## src/rtl/mem_stage_lsu.sv

```systemverilog
// mem_stage_lsu: MEM-stage load/store unit with a three-state handshake
// (IDLE -> BUSY -> DONE) towards a data memory that can take any number
// of cycles to acknowledge.
//
// Ports
//   clk, rst              clock, synchronous active-high reset
//   mem_read_in           load request (EX/MEM control)
//   mem_write_in          store request (wins when both requests are high)
//   func_3_bits_in        access size / signedness
//   alu_result_in         byte address
//   alu_read_data_2_in    store data
//   instruction_11_7_in   destination register
//   stall_out             freezes EX/MEM and upstream while an access is open
//   dmem_req_out/we_out   memory request and write strobe (BUSY only)
//   dmem_addr_out         word-aligned address
//   dmem_wdata_out        lane-replicated store data
//   dmem_be_out           byte enables
//   dmem_ack_in           memory completion (honoured only in BUSY)
//   dmem_rdata_in         read word, captured on the ack edge
//   load_data_out         formatted load result (held outside DONE)
//   load_valid_out        one-cycle load completion pulse
//   rd_out                destination register (held outside DONE)
//   misaligned_out        only with LSU_MISALIGN_CHECK_EN: misaligned access
//                         completed without a memory request
//
// Optional feature macro: LSU_MISALIGN_CHECK_EN
module mem_stage_lsu #(
  parameter int data_bits = 32
) (
  input  logic                 clk,
  input  logic                 rst,
  input  logic                 mem_read_in,
  input  logic                 mem_write_in,
  input  logic [2:0]           func_3_bits_in,
  input  logic [data_bits-1:0] alu_result_in,
  input  logic [data_bits-1:0] alu_read_data_2_in,
  input  logic [4:0]           instruction_11_7_in,
  output logic                 stall_out,
  output logic                 dmem_req_out,
  output logic                 dmem_we_out,
  output logic [data_bits-1:0] dmem_addr_out,
  output logic [data_bits-1:0] dmem_wdata_out,
  output logic [3:0]           dmem_be_out,
  input  logic                 dmem_ack_in,
  input  logic [data_bits-1:0] dmem_rdata_in,
  output logic [data_bits-1:0] load_data_out,
  output logic                 load_valid_out,
  output logic [4:0]           rd_out
`ifdef LSU_MISALIGN_CHECK_EN
  ,
  output logic                 misaligned_out
`endif
);

  typedef enum logic [1:0] {IDLE, BUSY, DONE} state_t;

  state_t               state_q, state_d;
  logic [data_bits-1:0] addr_q, addr_d;
  logic [data_bits-1:0] wdata_q, wdata_d;
  logic [3:0]           be_q, be_d;
  logic                 we_q, we_d;
  logic                 is_load_q, is_load_d;
  logic [2:0]           f3_q, f3_d;
  logic [1:0]           off_q, off_d;
  logic [4:0]           rd_pend_q, rd_pend_d;
  logic [4:0]           rd_q, rd_d;
  logic [data_bits-1:0] load_data_q, load_data_d;
  logic                 mis_q, mis_d;

  logic                 req_any;
  logic                 misalign;
  logic [data_bits-1:0] rd_shift_b;
  logic [data_bits-1:0] rd_shift_h;
  logic [data_bits-1:0] fmt_data;

  assign req_any = mem_read_in | mem_write_in;

  // func3[1:0]: 00 byte, 01 halfword, anything else is a word access.
`ifdef LSU_MISALIGN_CHECK_EN
  assign misalign = ((func_3_bits_in[1:0] == 2'b01) & alu_result_in[0]) |
                    (func_3_bits_in[1] & (alu_result_in[1:0] != 2'b00));
`else
  assign misalign = 1'b0;
`endif

  // Load formatting from the raw read word; halfword lane uses a[1] only.
  assign rd_shift_b = dmem_rdata_in >> {off_q, 3'b000};
  assign rd_shift_h = dmem_rdata_in >> {off_q[1], 4'b0000};

  always_comb begin
    case (f3_q)
      3'b000:  fmt_data = {{24{rd_shift_b[7]}}, rd_shift_b[7:0]};
      3'b001:  fmt_data = {{16{rd_shift_h[15]}}, rd_shift_h[15:0]};
      3'b100:  fmt_data = {24'd0, rd_shift_b[7:0]};
      3'b101:  fmt_data = {16'd0, rd_shift_h[15:0]};
      default: fmt_data = dmem_rdata_in;
    endcase
  end

  always_comb begin
    state_d     = state_q;
    addr_d      = addr_q;
    wdata_d     = wdata_q;
    be_d        = be_q;
    we_d        = we_q;
    is_load_d   = is_load_q;
    f3_d        = f3_q;
    off_d       = off_q;
    rd_pend_d   = rd_pend_q;
    rd_d        = rd_q;
    load_data_d = load_data_q;
    mis_d       = mis_q;
    case (state_q)
      IDLE: begin
        if (req_any) begin
          addr_d    = {alu_result_in[data_bits-1:2], 2'b00};
          off_d     = alu_result_in[1:0];
          f3_d      = func_3_bits_in;
          is_load_d = ~mem_write_in;
          we_d      = mem_write_in;
          rd_pend_d = instruction_11_7_in;
          be_d      = 4'b1111;
          wdata_d   = alu_read_data_2_in;
          if (mem_write_in) begin
            case (func_3_bits_in[1:0])
              2'b00: begin
                be_d    = 4'b0001 << alu_result_in[1:0];
                wdata_d = {4{alu_read_data_2_in[7:0]}};
              end
              2'b01: begin
                be_d    = 4'b0011 << {alu_result_in[1], 1'b0};
                wdata_d = {2{alu_read_data_2_in[15:0]}};
              end
              default: ;
            endcase
          end
          if (misalign) begin
            // Skip the memory entirely; DONE reports the fault.
            state_d     = DONE;
            mis_d       = 1'b1;
            rd_d        = instruction_11_7_in;
            load_data_d = '0;
          end else begin
            state_d = BUSY;
          end
        end
      end
      BUSY: begin
        if (dmem_ack_in) begin
          state_d = DONE;
          rd_d    = rd_pend_q;
          if (is_load_q) load_data_d = fmt_data;
        end
      end
      DONE: begin
        state_d = IDLE;
        mis_d   = 1'b0;
      end
      default: state_d = IDLE;
    endcase
  end

  always_ff @(posedge clk) begin
    if (rst) begin
      state_q     <= IDLE;
      addr_q      <= '0;
      wdata_q     <= '0;
      be_q        <= '0;
      we_q        <= 1'b0;
      is_load_q   <= 1'b0;
      f3_q        <= '0;
      off_q       <= '0;
      rd_pend_q   <= '0;
      rd_q        <= '0;
      load_data_q <= '0;
      mis_q       <= 1'b0;
    end else begin
      state_q     <= state_d;
      addr_q      <= addr_d;
      wdata_q     <= wdata_d;
      be_q        <= be_d;
      we_q        <= we_d;
      is_load_q   <= is_load_d;
      f3_q        <= f3_d;
      off_q       <= off_d;
      rd_pend_q   <= rd_pend_d;
      rd_q        <= rd_d;
      load_data_q <= load_data_d;
      mis_q       <= mis_d;
    end
  end

  assign stall_out      = ((state_q == IDLE) & req_any) | (state_q == BUSY);
  assign dmem_req_out   = (state_q == BUSY);
  assign dmem_we_out    = (state_q == BUSY) & we_q;
  assign dmem_addr_out  = addr_q;
  assign dmem_wdata_out = wdata_q;
  assign dmem_be_out    = be_q;
  assign load_data_out  = load_data_q;
  assign load_valid_out = (state_q == DONE) & is_load_q & ~mis_q;
  assign rd_out         = rd_q;
`ifdef LSU_MISALIGN_CHECK_EN
  assign misaligned_out = (state_q == DONE) & mis_q;
`endif

endmodule

```

## config.mk

```make
export PLATFORM = sky130hd
export DESIGN_NAME = mem_stage_lsu
export DESIGN_NICKNAME = d
export VERILOG_FILES = /design/src/rtl/mem_stage_lsu.sv
export SDC_FILE = /design/constraint.sdc
export NUM_CORES = 1
export LEC_CHECK = 0
export CAP_MARGIN = 5
export CORE_ASPECT_RATIO = 0.6
export CORE_UTILIZATION = 44
export CTS_BUF_LIST = sky130_fd_sc_hd__clkbuf_8
export DETAILED_ROUTE_END_ITERATION = 10
export GPL_ROUTABILITY_DRIVEN = 0
export PLACE_DENSITY = 0.82
export SLEW_MARGIN = 20
export SYNTH_ARGS = -nofsm -noshare
export SYNTH_HDL_FRONTEND = slang
export SYNTH_SLANG_ARGS = --single-unit
```

## constraint.sdc

```tcl
create_clock -name clk -period 1.75 [get_ports clk]
set_input_delay 0.35 -clock clk [delete_from_list [all_inputs] [get_ports clk]]
set_output_delay 0.35 -clock clk [all_outputs]
set_load 0.03 [all_outputs]
```

; ---- After elaboration in Yosys (flattened, before gate mapping)
; Cells that the tools add are included.
[classes]
n_shift = 4
n_bitwise = 6
n_reduce_logical = 7
n_mux = 8
eq_ne = 8
[ops]
columns = operator, n
row1 = 32-bit case mux with 4 select lines, 1
row2 = 32-bit case mux with 2 select lines, 1
row3 = 32-bit 2-to-1 mux, 1
row4 = 32-bit by 5-bit >> shifter with 16-bit output, 1
row5 = 32-bit by 5-bit >> shifter with 8-bit output, 1
row6 = 4-bit case mux with 2 select lines, 1
row7 = "3-bit == test, second input constant", 2
row8 = 2-bit AND reduction, 3
row9 = "2-bit by 1-bit == test with 1-bit output, second input constant", 2
row10 = 2-bit zero test, 2
row11 = 2-bit 2-to-1 mux, 2
row12 = 4-bit 2-to-1 mux, 1
row13 = 2-bit case mux with 2 select lines, 1
row14 = "1-bit by 2-bit left shift with 4-bit output, first input constant", 1
row15 = "2-bit by 2-bit left shift with 4-bit output, first input constant", 1
row16 = 1-bit bitwise AND, 3
row17 = "3-bit by 1-bit == test with 1-bit output, second input constant", 1
row18 = 3-bit zero test, 1
row19 = 3-bit AND reduction, 1
row20 = "2-bit == test, second input constant", 1
row21 = "2-bit by 1-bit inequality test with 1-bit output, second input constant", 1
row22 = "2-bit inequality test, second input constant", 1
row23 = 1-bit OR, 2
row24 = 1-bit inverter, 1
[totals]
wordCells = 44
output_inout_bits = 109
reg_bits = 117
input_bits = 109

; ---- Logic depth before layout (Yosys ltp)
; Gate-level depths: netlist of run 1.
[depth]
ltp_word = 3
depth_mapped = 7
depth_no_buf = 4

; ---- Least setup slack after synthesis of run 1
; OpenSTA, ideal clock, no wires.
[synth_path]
path_kind = register to output
start = register state_q[0]
end = output dmem_we_out
required_time_ns = 1.400
path_stages_with_launch = 4
arrival_ns = 1.360
setup_slack_ns = 0.040
path_cell_list = dfxtp_1 -> nor2b_1 -> clkbuf_1 -> and2_1
[synth_via]
elab_chain_len = 2
[synth_rtl]
columns = element, line_no
row1 = "start, declared", 57  ; state_t state_q, state_d;
row2 = "start signal, assigned", 178  ; state_q <= state_d;
row3 = 2-bit by 1-bit == test with 1-bit output, --
row4 = via dmem_req_out, 39  ; output logic dmem_req_out,
row5 = 1-bit bitwise AND, 195  ; assign dmem_we_out = (state_q == BUSY) & we_q;
row6 = "end, declared", 40  ; output logic dmem_we_out,
; The timed path passes the listed nets, and every way through them passes these cells.

; ---- Worst setup path after layout of run 1
[layout_path]
start = register state_q[1]
end = output dmem_req_out
[layout_via]
elab_chain_len = 1
[layout_rtl]
columns = element, line_no
row1 = 2-bit by 1-bit == test with 1-bit output, 194  ; assign dmem_req_out = (state_q == BUSY);
row2 = "end, declared", 39
; No other way between the ends.

==> run_results.csv, run 1 <==
group,metric,value,unit
outcome,outcome,"finished, final reports clean",
clocking,clock_net_sink_count,117,
drt,avgViaCountPerCell,5.42,
clocking,cts-htree-levels,4,
sta,finalSetupViolations,0,
drt,vias,5271,
sta,finalMaxSlewViolations,0,
layout,insertedDiodeCount,0,
synthesis,post_synth.cell_area_avg,8.35,µm²
power,max-vdd-ir-drop,0.000608,V
global_routing,grt.overflow.total,0,
layout,multi_input_area,0.00247,mm²
clocking,tritoncts_clock_tree,"yes",
global_routing,grtUsageTotal,0.271,
flow_run,cap_viol_max_count,0,
critical_path,worst-path-max-fanout,6,
critical_path,end_kind,"output port",
die,placementRows,29,
placement,detailed_place.area,0.00748,mm²
hold_path,worst_hold_startpoint,"rst",
power,pwr-share-seq,0.406,
sta,hold_ws,366,ps
layout,area.growth.synth_to_final,53.9,%
critical_path,timing.setup.critical_path_class,"reg -> out",
drt,wirelength,15800,µm
layout,design_area,0.00779,mm²
power,power_frac_clock,0.360,
sta,layout_setup_ws,82.8,ps
die,design.portCount,218,
critical_path,setup.worst_path.start,"state_q[1]",
drt,detail_route.wl_per_cell,16.2,µm
die,floorplan.initialDensity,0.465,
synthesis,ys_ff_latch,117,
die,area_of_the_placeable_core,0.0109,mm²
clocking,clock_latency,420,ps
critical_path,critical_path.reg2reg.startpoint,"off_q[0]",
power,power_report.internal_total,5110,µW
power,p_sw,2180,µW
clocking,clockBufferDepth,2,
power,power_density,937,mW/mm²
power,comb_power_share,0.234,
drt,1st_pass_router_iterations,5,
critical_path,cp.required,1400,ps
synthesis,post-synth-top-area-fraction,0.463,
sta,clock.fmax,0.600,GHz
sta,timing.clock.skew,12.2,ps
clocking,cts_buffers,17,
power,cellLeakagePower,0.00330,µW
layout,final_core_density,0.715,
clocking,hold_buffers,0,
placement,dp_slack,-279,ps
layout,nFillCells,850,
drt,drt.antenna.violating_nets,0,
synthesis,netlist_instances,606,
critical_path,crit_arrival,1320,ps
layout,drive_above_1_share,0.116,
synthesis,synth.lib_cells_used.distinct,36,
synthesis,synth-seq-area-share,0.463,
placement,place_hpwl,11200,µm
global_routing,grt_pass1_wl,25500,µm
drt,drc,0,
sta,period_needed,1670,ps
drt,first_iter_violations,303,
critical_path,startpoint_type,"register",
sta,setup_repair_after_global_routing_missed_its_margin,"false",
clocking,clock_tree.root_cell,"sky130_fd_sc_hd__clkbuf_8",
layout,layout.nets,930,
placement,io_buffer_count,215,
layout,mostFrequentLayoutCells,"sky130_fd_sc_hd__nand2_1, sky130_fd_sc_hd__dfxtp_1, sky130_fd_sc_hd__clkdlybuf4s50_1, sky130_fd_sc_hd__dlygate4sd2_1, sky130_fd_sc_hd__a21oi_1",
sta,setup_total_negative_slack,0,ps
layout,mostFrequentLayoutCell,"sky130_fd_sc_hd__nand2_1",
sta,timing.final.hold_violations,0,
global_routing,grt_max_degree,59,
power,swShare,0.299,
synthesis,yosysWarnings,0,
die,chipWidth,140,µm
global_routing,number_of_global_route_vias_before_repair,5097,
layout,sequential_cell_area,0.00234,mm²
sta,final.period_utilization,0.953,
synthesis,synth.largest_area_cell,"sky130_fd_sc_hd__dfxtp_1",
die,overall_die_area,0.0119,mm²
global_routing,grt_antenna_before_repair,0,
die,die_h,85.1,µm
clocking,cts.reportedPaths.clkPinSlew,70,ps
synthesis,yosys-top-cells-area,"sky130_fd_sc_hd__dfxtp_1, sky130_fd_sc_hd__nand2_1, sky130_fd_sc_hd__a21oi_1",
hold_path,hp-class,"in -> reg",
synthesis,synth.cell_area,0.00506,mm²
[area by class of cell]
class,count,share of cell area
clock inverter,10,0.0167
tap,139,0.0223
clock buffer,21,0.0371
timing repair buffer,250,0.305
inverter,1,0.000482
sequential,117,0.301
multi-input combinational,434,0.317
[cell usage after synthesis (all sizes together)]
cell type,number
a211oi,38
a21oi,80
a22oi,7
a311oi,5
a31o,2
and2,1
and4b,1
buf,24
clkbuf,31
conb,1
dfxtp,117
inv,1
mux2,9
mux2i,22
mux4,1
nand2,148
nand2b,5
nand3,5
nand3b,8
nand4b,1
nor2,45
nor2b,6
nor3,5
nor4bb,7
o211ai,16
o21a,7
o21ai,10
o21bai,1
o221a,1
or3,1
[layer usage]
metal | track usage | up-vias | share of wire
met5 | 0 | - | 0
met4 | 0.0929 | 0 | 0.020
met3 | 0.0841 | 29 | 0.085
met2 | 0.440 | 253 | 0.46
met1 | 0.343 | 2451 | 0.44
li1 | - | 2538 | -
[state kept, by name, indices dropped and copies added, names as in the netlist]
register        cells
dmem_wdata_out     32
load_data_out      32
dmem_addr_out      30
rd_out              5
rd_pend_q           5
dmem_be_out         4
f3_q                3
off_q               2
state_q             2
is_load_q           1
we_q                1
[what timing repair did]
action | 4_1_cts | 5_1_grt
setup endpoints to repair | 106 | 2
setup buffers | 0 | 2
resized for setup | 106 | 2
pin swaps | 0 | 0
[cells by family after synthesis]
kind of cell	Yosys count	share of synthesized area
AO/OA/AOI/OAI	167	0.217
other	1	0.000741
AND/OR/NAND/NOR	233	0.200
buffers and inverters	56	0.0514
multiplexers	32	0.0680
flip-flops	117	0.463
[metrics by stage]
stage	power, µW	cells
global route	7610	972
global placement	4770	939
finish	7290	972
detailed placement	4820	939
floorplan	3970	607
CTS	7330	970
[worst max-delay path, stage by stage, from the launching register on]
cell and delay [ps]:
sky130_fd_sc_hd__dfxtp_1 310, sky130_fd_sc_hd__buf_4 150, sky130_fd_sc_hd__nor2b_1 130, sky130_fd_sc_hd__buf_4 170, sky130_fd_sc_hd__buf_6 140
[power by group through the flow]
| stage | registers [µW] | logic [µW] | clock network, µW |
|---|---|---|---|
| 5_1_grt | 2980 | 1830 | 2790 |
| 3_3_place_gp | 3010 | 1760 | 0 |
| 3_5_place_dp | 3020 | 1800 | 0 |
| 4_1_cts | 2960 | 1690 | 2670 |
| 2_1_floorplan | 3340 | 639 | 0 |
| 6_report | 2960 | 1700 | 2630 |
[path summary, 6_finish.rpt]
path / end / slack (ps) / depth (start not counted)
setup reg to reg: load_data_out[19] / 140 / 4
hold / removal: dmem_addr_out[22] / 370 / 2
hold reg to reg: dmem_wdata_out[28] / 450 / 2
setup / recovery: dmem_req_out / 80 / 4
Note: power is estimated with default switching activity, not from simulation.
==> run 2, diff against run 1 <==
Settings changed: ABC_CLOCK_PERIOD_IN_PS set to 1750.
==> results of run 2 <==
No change in the layout: final DEF, timing and power equal those of run 1.
